`config.mk`:
```
export PLATFORM = sky130hd
export DESIGN_NAME = wep_icv_append
export DESIGN_NICKNAME = d
export VERILOG_FILES = /design/src/rtl/wep_pkg.sv /design/src/rtl/crc32_byte_update.sv /design/src/rtl/wep_icv_append.sv
export SDC_FILE = /design/constraint.sdc
export NUM_CORES = 1
export LEC_CHECK = 0
export CAP_MARGIN = 20
export CORE_ASPECT_RATIO = 1.5
export CORE_MARGIN = 2
export CORE_UTILIZATION = 55
export CTS_CLUSTER_DIAMETER = 200
export DETAILED_ROUTE_END_ITERATION = 10
export HOLD_SLACK_MARGIN = 0.08
export PLACE_DENSITY = 0.88
export REMOVE_ABC_BUFFERS = 1
export SLEW_MARGIN = 10
export SYNTH_ARGS = -nofsm -noshare
export SYNTH_HDL_FRONTEND = slang
export SYNTH_SLANG_ARGS = --single-unit
```
`constraint.sdc`:
```
create_clock -name clk -period 3.66 [get_ports clk]
set_input_delay 0.732 -clock clk [delete_from_list [all_inputs] [get_ports clk]]
set_output_delay 0.732 -clock clk [all_outputs]
set_load 0.02 [all_outputs]
```
`src/rtl/wep_pkg.sv`:
```
// Shared definitions for the WEP pre-processing and encrypt stages.
package wep_pkg;

  typedef enum logic [2:0] {
    ST_IDLE = 3'd0,
    ST_RD   = 3'd1,
    ST_WAIT = 3'd2,
    ST_BYTE = 3'd3,
    ST_ICV1 = 3'd4,
    ST_ICV2 = 3'd5,
    ST_DONE = 3'd6
  } state_t;

  localparam logic [31:0] CRC32_POLY = 32'hEDB88320;
  localparam logic [31:0] CRC32_INIT = 32'hFFFFFFFF;
  localparam int          ICV_BYTES  = 4;

  // First ICV write word: the frame's trailing partial bytes stay in the
  // low lanes, the ICV starts right after them.
  function automatic logic [31:0] icv_first_word(input logic [31:0] icv_w,
                                                 input logic [23:0] last,
                                                 input logic [1:0]  tail);
    logic [31:0] w;
    case (tail)
      2'd0:    w = icv_w;
      2'd1:    w = {icv_w[23:0], last[7:0]};
      2'd2:    w = {icv_w[15:0], last[15:0]};
      default: w = {icv_w[7:0],  last[23:0]};
    endcase
    return w;
  endfunction

  // Second ICV write word: the ICV bytes that spilled past the first word,
  // zero-filled above.
  function automatic logic [31:0] icv_second_word(input logic [31:0] icv_w,
                                                  input logic [1:0]  tail);
    logic [31:0] w;
    case (tail)
      2'd1:    w = {24'd0, icv_w[31:24]};
      2'd2:    w = {16'd0, icv_w[31:16]};
      2'd3:    w = {8'd0,  icv_w[31:8]};
      default: w = 32'd0;
    endcase
    return w;
  endfunction

endpackage

```
`src/rtl/crc32_byte_update.sv`:
```
// Reflected CRC-32 advanced by one byte, LSB first.
module crc32_byte_update
  import wep_pkg::*;
(
  input  logic [31:0] crc,
  input  logic [7:0]  data_byte,
  output logic [31:0] crc_next
);

  // Eight unrolled shift/XOR steps.
  always_comb begin
    logic [31:0] c;
    c = crc ^ {24'd0, data_byte};
    for (int i = 0; i < 8; i++) begin
      c = c[0] ? ((c >> 1) ^ CRC32_POLY) : (c >> 1);
    end
    crc_next = c;
  end

endmodule

```
`src/rtl/wep_icv_append.sv`:
```
// Reads a frame from SRAM port A, computes the WEP ICV (CRC-32) and writes
// it right after the frame so the encrypt stage can run in place.
//
// state | meaning
// IDLE  | waiting for start_icv
// RD    | issue next word read, or move on to the ICV writes
// WAIT  | SRAM read latency
// BYTE  | fold one byte of the read word into the CRC per cycle
// ICV1  | first ICV write (merged with the frame's partial tail word)
// ICV2  | second ICV write when the frame length is not word aligned
// DONE  | one-cycle completion pulse, results loaded
module wep_icv_append
  import wep_pkg::*;
(
  input  logic        clk,
  input  logic        reset,
  input  logic        start_icv,
  input  logic [31:0] plain_addr,
  input  logic [31:0] frame_size,
  input  logic [31:0] port_A_data_out,
  output logic [31:0] port_A_data_in,
  output logic [15:0] port_A_addr,
  output logic        port_A_we,
  output logic        port_A_clk,
  output logic        busy,
  output logic        done,
  output logic [31:0] icv_frame_size,
  output logic [31:0] icv
);

  state_t      state, state_n;
  logic [15:0] base, base_n;
  logic [31:0] size, size_n;
  logic [31:0] count, count_n;
  logic [1:0]  bi, bi_n;
  logic [31:0] crc, crc_n, crc_upd;
  logic [23:0] last_word, last_word_n;
  logic [15:0] addr_n;
  logic        we_n;
  logic [31:0] data_n;
  logic        busy_n, done_n;
  logic [31:0] icv_frame_size_n, icv_n;

  logic [7:0]  cur_byte;
  logic [31:0] icv_word;
  logic [1:0]  tail;
  logic [15:0] wr_base;
  logic        unused_bits;

  // SRAM addresses are 16 bits, so the upper address bits never matter.
  assign unused_bits = ^plain_addr[31:16];

  assign port_A_clk = clk;
  assign tail       = size[1:0];
  assign icv_word   = ~crc;
  assign wr_base    = base + {size[15:2], 2'b00};

  // Select the byte lane addressed by bi from the stable read word.
  always_comb begin
    case (bi)
      2'd0:    cur_byte = port_A_data_out[7:0];
      2'd1:    cur_byte = port_A_data_out[15:8];
      2'd2:    cur_byte = port_A_data_out[23:16];
      default: cur_byte = port_A_data_out[31:24];
    endcase
  end

  crc32_byte_update u_crc (
    .crc       (crc),
    .data_byte (cur_byte),
    .crc_next  (crc_upd)
  );

  // State and datapath registers with synchronous reset.
  always_ff @(posedge clk) begin
    if (reset) begin
      state          <= ST_IDLE;
      base           <= '0;
      size           <= '0;
      count          <= '0;
      bi             <= '0;
      crc            <= '0;
      last_word      <= '0;
      port_A_addr    <= '0;
      port_A_we      <= 1'b0;
      port_A_data_in <= '0;
      busy           <= 1'b0;
      done           <= 1'b0;
      icv_frame_size <= '0;
      icv            <= '0;
    end else begin
      state          <= state_n;
      base           <= base_n;
      size           <= size_n;
      count          <= count_n;
      bi             <= bi_n;
      crc            <= crc_n;
      last_word      <= last_word_n;
      port_A_addr    <= addr_n;
      port_A_we      <= we_n;
      port_A_data_in <= data_n;
      busy           <= busy_n;
      done           <= done_n;
      icv_frame_size <= icv_frame_size_n;
      icv            <= icv_n;
    end
  end

  // Next-state and next-register logic; SRAM outputs are registered so they
  // take the values of the state being entered.
  always_comb begin
    state_n          = state;
    base_n           = base;
    size_n           = size;
    count_n          = count;
    bi_n             = bi;
    crc_n            = crc;
    last_word_n      = last_word;
    addr_n           = port_A_addr;
    we_n             = 1'b0;
    data_n           = port_A_data_in;
    busy_n           = busy;
    done_n           = 1'b0;
    icv_frame_size_n = icv_frame_size;
    icv_n            = icv;

    case (state)
      ST_IDLE: begin
        if (start_icv) begin
          base_n  = plain_addr[15:0];
          size_n  = frame_size;
          crc_n   = CRC32_INIT;
          count_n = '0;
          busy_n  = 1'b1;
          state_n = ST_RD;
        end
      end

      ST_RD: begin
        if (count >= size) begin
          we_n    = 1'b1;
          addr_n  = wr_base;
          data_n  = icv_first_word(icv_word, last_word, tail);
          state_n = ST_ICV1;
        end else begin
          addr_n  = base + count[15:0];
          state_n = ST_WAIT;
        end
      end

      ST_WAIT: begin
        bi_n    = '0;
        state_n = ST_BYTE;
      end

      ST_BYTE: begin
        if (bi == 2'd0) begin
          last_word_n = port_A_data_out[23:0];
        end
        crc_n = crc_upd;
        bi_n  = bi + 2'd1;
        if (bi == 2'd3 || (count + 32'(bi) + 32'd1) == size) begin
          count_n = count + 32'(ICV_BYTES);
          state_n = ST_RD;
        end
      end

      ST_ICV1: begin
        if (tail != 2'd0) begin
          we_n    = 1'b1;
          addr_n  = port_A_addr + 16'(ICV_BYTES);
          data_n  = icv_second_word(icv_word, tail);
          state_n = ST_ICV2;
        end else begin
          done_n           = 1'b1;
          icv_frame_size_n = size + 32'(ICV_BYTES);
          icv_n            = icv_word;
          state_n          = ST_DONE;
        end
      end

      ST_ICV2: begin
        done_n           = 1'b1;
        icv_frame_size_n = size + 32'(ICV_BYTES);
        icv_n            = icv_word;
        state_n          = ST_DONE;
      end

      ST_DONE: begin
        busy_n  = 1'b0;
        state_n = ST_IDLE;
      end

      default: begin
        busy_n  = 1'b0;
        state_n = ST_IDLE;
      end
    endcase
  end

endmodule

```
== Word-level counts from Yosys, hierarchy flattened ==
Cells that the tools add are included.

* Bits in registers: 256
* Input bits: 99
* Output and inout bits: 116
* Logic and storage cells: 109

* $add $sub $neg: 8
* Order comparisons: 1
* Equal/unequal tests: 17
* Muxes and demuxes: 39
* Bitwise operators: 11
* Reduce and logical (&&, ||, !) cells: 19

{| class="wikitable"
|+ Operators with widths
! kind !! number
|-
| two-way mux 32 bit || 15
|-
| one-hot mux 32 bit (2 select lines) || 5
|-
| NOT 13 -> 14 bit || 8
|-
| one-hot mux 32 bit (3 select lines) || 1
|-
| one-hot mux 24 bit (3 select lines) || 1
|-
| adder 32 x 3 -> 32 bit, second input constant || 2
|-
| adder 16 bit || 2
|-
| adder 32 x 1 -> 32 bit, second input constant || 1
|-
| adder 32 x 2 -> 32 bit || 1
|-
| equality test 32 bit || 1
|-
| >= comparator 32 bit || 1
|-
| two-way mux 16 bit || 2
|-
| NOT 32 bit || 1
|-
| one-hot mux 16 bit (2 select lines) || 1
|-
| bitwise XOR 32 x 8 -> 32 bit || 1
|-
| one-hot mux 8 bit (3 select lines) || 1
|-
| one-hot mux 3 bit (6 select lines) || 1
|-
| adder 16 x 3 -> 16 bit, second input constant || 1
|-
| AND reduction 2 bit || 7
|-
| != test 2 bit, second input constant || 5
|-
| nonzero test 2 bit || 5
|-
| two-way mux 3 bit || 3
|-
| equality test 2 bit, second input constant || 4
|-
| equality test 3 x 2 -> 1 bit, second input constant || 2
|-
| 14 further kinds || 23
|}

== Depth between registers and ports, before layout ==
* Depth in word-level cells: 20
* Depth in mapped cells: 15
* Depth with buffers taken out: 13

== Modules after synthesis ==
A second synthesis with hierarchy kept.

* Cells, all modules: 1962
* Area, all modules: 15180.8 um^2

{| class="wikitable"
|+ By module, submodules not included
! module !! times used !! cells each !! area an instance (um^2) !! seq. area each (um^2)
|-
| wep_icv_append || 1 || 1892 || 14345.0 || 5084.9
|-
| crc32_byte_update || 1 || 70 || 835.8 || 0.0
|}

==> flow_summary.ini <==
[run_status]
status = finished clean

[drt]
drc = 0
wl_per_cell_um = 20.1
dr.pass1.iters = 5
drt_wl_total_um = 49100
post_drt_via_cell_ratio = 6.16
vias = 15000
dr.first_iter.drc_count = 1315
ant_nets = 0

[setup_path]
critical_path_buf_inv_count = 2
worstSetupPathType = register to register
worstSetupEndpointType = register
cp_slowest_cell = or3_1
max_stage_delay_ps = 540
worst-path-max-fanout = 12
cp_common_cell = buf_4
required_ps = 4240
startpoint = bi[0]
cp-start-kind = register
r2r_start = bi[0]
critPathTopFamily = simple AND/OR/NAND/NOR gates
worstPathArrival_ps = 4060
cp_cell_sequence = ha_1, nand4_2, or3_1, nor3_1, and2_1, o221ai_1, a2111oi_2, buf_4, and4_4, nor3_4, buf_4, or4_1, a21oi_1

[logic_synthesis]
synth_edf_count = 0
yosys_register_bits = 254
syn_area_mm2 = 0.0148
async_flop_share = 0
ys_warn_count = 0
ys_types = 74
synthCells = 1877
synth.avg_cell_area_um2 = 7.87
synth_ff_type = dfxtp_1
yosysSeqAreaShare = 0.344

[cells_and_area]
final_cells = 2439
area_growth_pct = 25.3
num-nets-final = 2247
drive_gt1_frac = 0.0913
num_antenna_cells = 0
finalInstanceArea_mm2 = 0.0185

[global_routing]
track_usage = 0.345
antenna_found_initial = 0
grt_pass1_vias = 14800
grt_first_pass_wirelength_um = 76300
grt_overflow = 0
grt_max_degree = 127

[timing]
maxSlewViolCount = 0
slew_headroom = 0.234
setup_violations = 0
timing.hold.ws_ps = 391
max_freq_mhz = 288
post-route-period-util = 0.950
worstMarginPinSlew_ps = 1150
hold_viol = 0
rsz0062_at_grt = no
skew_ps = 12.4
min_period_ps = 3480

[floorplanning]
rows = 73
fp.coreArea_mm2 = 0.0265
fp.dieW_um = 138
start_util = 0.557
die_area_mm2 = 0.0282
ioPinCount = 215
chipHeight_um = 205

[placement]
io_buffer_count = 198
dp.cells = 2388
gp_congestion = 0.959
place_hpwl_um = 35800
postPlaceCellArea_mm2 = 0.0175

[min_path]
hp-start = reset
hold_class = input port to register

[power_and_ir_drop]
power_leakage_nw = 6.83
vdd_drop_max_v = 0.000623
powerDensity_mw_per_mm2 = 467

[cts]
hold_buffers = 0
post_cts_buffers = 0
clk_pin_slew_worst_paths_ps = 70
tritoncts = done
ctsResizeCount = 0
clk_latency_ps = 670

[job]
maxCapViolations = 0
-- Yosys cell counts (3+ instances only) --
cell type | n | share of area
a2111oi_0 | 4 | 0.0024
a211oi_1 | 67 | 0.034
a21o_1 | 15 | 0.0076
a21oi_1 | 164 | 0.056
a222oi_1 | 8 | 0.0054
a22oi_1 | 5 | 0.0025
a311o_1 | 3 | 0.0020
a311oi_1 | 10 | 0.0059
a31oi_1 | 13 | 0.0055
and2_1 | 11 | 0.0047
and3_1 | 13 | 0.0055
and4_1 | 5 | 0.0030
buf_1 | 9 | 0.0023
buf_2 | 10 | 0.0034
buf_4 | 3 | 0.0015
clkbuf_1 | 106 | 0.027
dfxtp_1 | 254 | 0.34
ha_1 | 65 | 0.055
inv_1 | 53 | 0.013
mux2i_1 | 58 | 0.039
nand2_1 | 240 | 0.061
nand2b_1 | 7 | 0.0030
nand3_1 | 29 | 0.0098
nand4_1 | 23 | 0.0097
nand4_2 | 3 | 0.0025
nor2_1 | 221 | 0.056
nor2b_1 | 13 | 0.0055
nor3_1 | 77 | 0.026
nor4_1 | 10 | 0.0042
o211ai_1 | 13 | 0.0066
o21a_1 | 5 | 0.0025
o21ai_0 | 51 | 0.017
o22ai_1 | 48 | 0.020
o2bb2ai_1 | 3 | 0.0018
o311ai_0 | 4 | 0.0024
o31ai_1 | 11 | 0.0056
o41ai_1 | 6 | 0.0036
or2_2 | 7 | 0.0030
or3_1 | 16 | 0.0068
or4_1 | 14 | 0.0071
xnor2_1 | 101 | 0.060
xor2_1 | 56 | 0.033
xor2_2 | 3 | 0.0033
-- cell families (layout without fill, tap and decap cells) --
group	Yosys count	count (layout)	share of synthesized area
AOI/OAI and AO/OA	451	451	0.195
xor gates and xnor gates	162	162	0.0987
adders and majority gates	66	66	0.0564
buffers and inverters	182	407	0.0484
DFF	254	254	0.344
muxes	59	59	0.0401
and+or+nand+nor	703	703	0.217
-- through the flow --
step | TNS, ps | utilization | worst slack [ps] | power, mW
final | 0 | 0.698 | 184 | 8.63
after CTS | 0 | 0.698 | 185 | 8.61
after detailed placement | 0 | 0.660 | 161 | 5.63
after floorplan | -112270 | - | -1400 | 4.68
after global placement | 0 | 0.660 | 233 | 5.57
after global routing | 0 | 0.698 | 19.1 | 8.96
-- final cells by class --
cell class / instances / area [um^2]
Clock buffer: 38 / 837
Clock inverter: 14 / 160
Fill cell: 2111 / 8000
Inverter: 53 / 199
Multi-Input combinational cell: 1441 / 9000
Sequential cell: 254 / 5090
Tap cell: 337 / 422
Timing Repair Buffer: 302 / 2790
-- sequential cells by signal, indices dropped and copies added, names as in the netlist --
name,count
base,16
bi,2
busy,1
count,30
crc,32
done,1
icv,32
icv_frame_size,32
last_word,24
port_A_addr,16
port_A_data_in,32
port_A_we,1
size,32
state,3
-- worst register-to-register path, stage by stage, from the launching register on --
cell and delay [ps]:
dfxtp_1 340, ha_1 210, nand4_2 140, or3_1 540
nor3_1 270, and2_1 160, o221ai_1 170, a2111oi_2 270
buf_4 180, and4_4 280, nor3_4 100, buf_4 180
or4_1 400, a21oi_1 150
-- placed cells by master (no fill, tap or decap), types with 30 or more instances in the layout --
| cell | count |
|---|---|
| buf_4 | 103 |
| a21oi_1 | 164 |
| nand2_1 | 239 |
| o22ai_1 | 48 |
| a211oi_1 | 67 |
| nor2_1 | 219 |
| dfxtp_1 | 252 |
| nor3_1 | 76 |
| xnor2_1 | 101 |
| clkbuf_16 | 30 |
| mux2i_1 | 58 |
| clkdlybuf4s50_1 | 197 |
| xor2_1 | 56 |
| o21ai_0 | 50 |
| ha_1 | 65 |
| inv_1 | 53 |
-- where the power goes --
| group | switching [mW] | internal [mW] |
|---|---|---|
| sequential | 0.258 | 2.94 |
| clock | 1.22 | 1.82 |
| combinational | 1.29 | 1.10 |
-- layer usage --
layer  up-vias  wire length (um)  global-route usage
met5         -                 0                   0
met4         0              3960               0.259
met3       212              3420              0.0641
met2       726             24400               0.607
met1      7020             17400               0.357
li1       7058                 -                   -
-- path summary, 6_finish.rpt --
check	end	slack (ps)	cells after the start
setup / recovery	count[11]	180	13
setup reg to reg	count[11]	180	13
hold reg to reg	base[0]	460	2
hold / removal	size[28]	390	2
(Power assumes the default switching activity.)
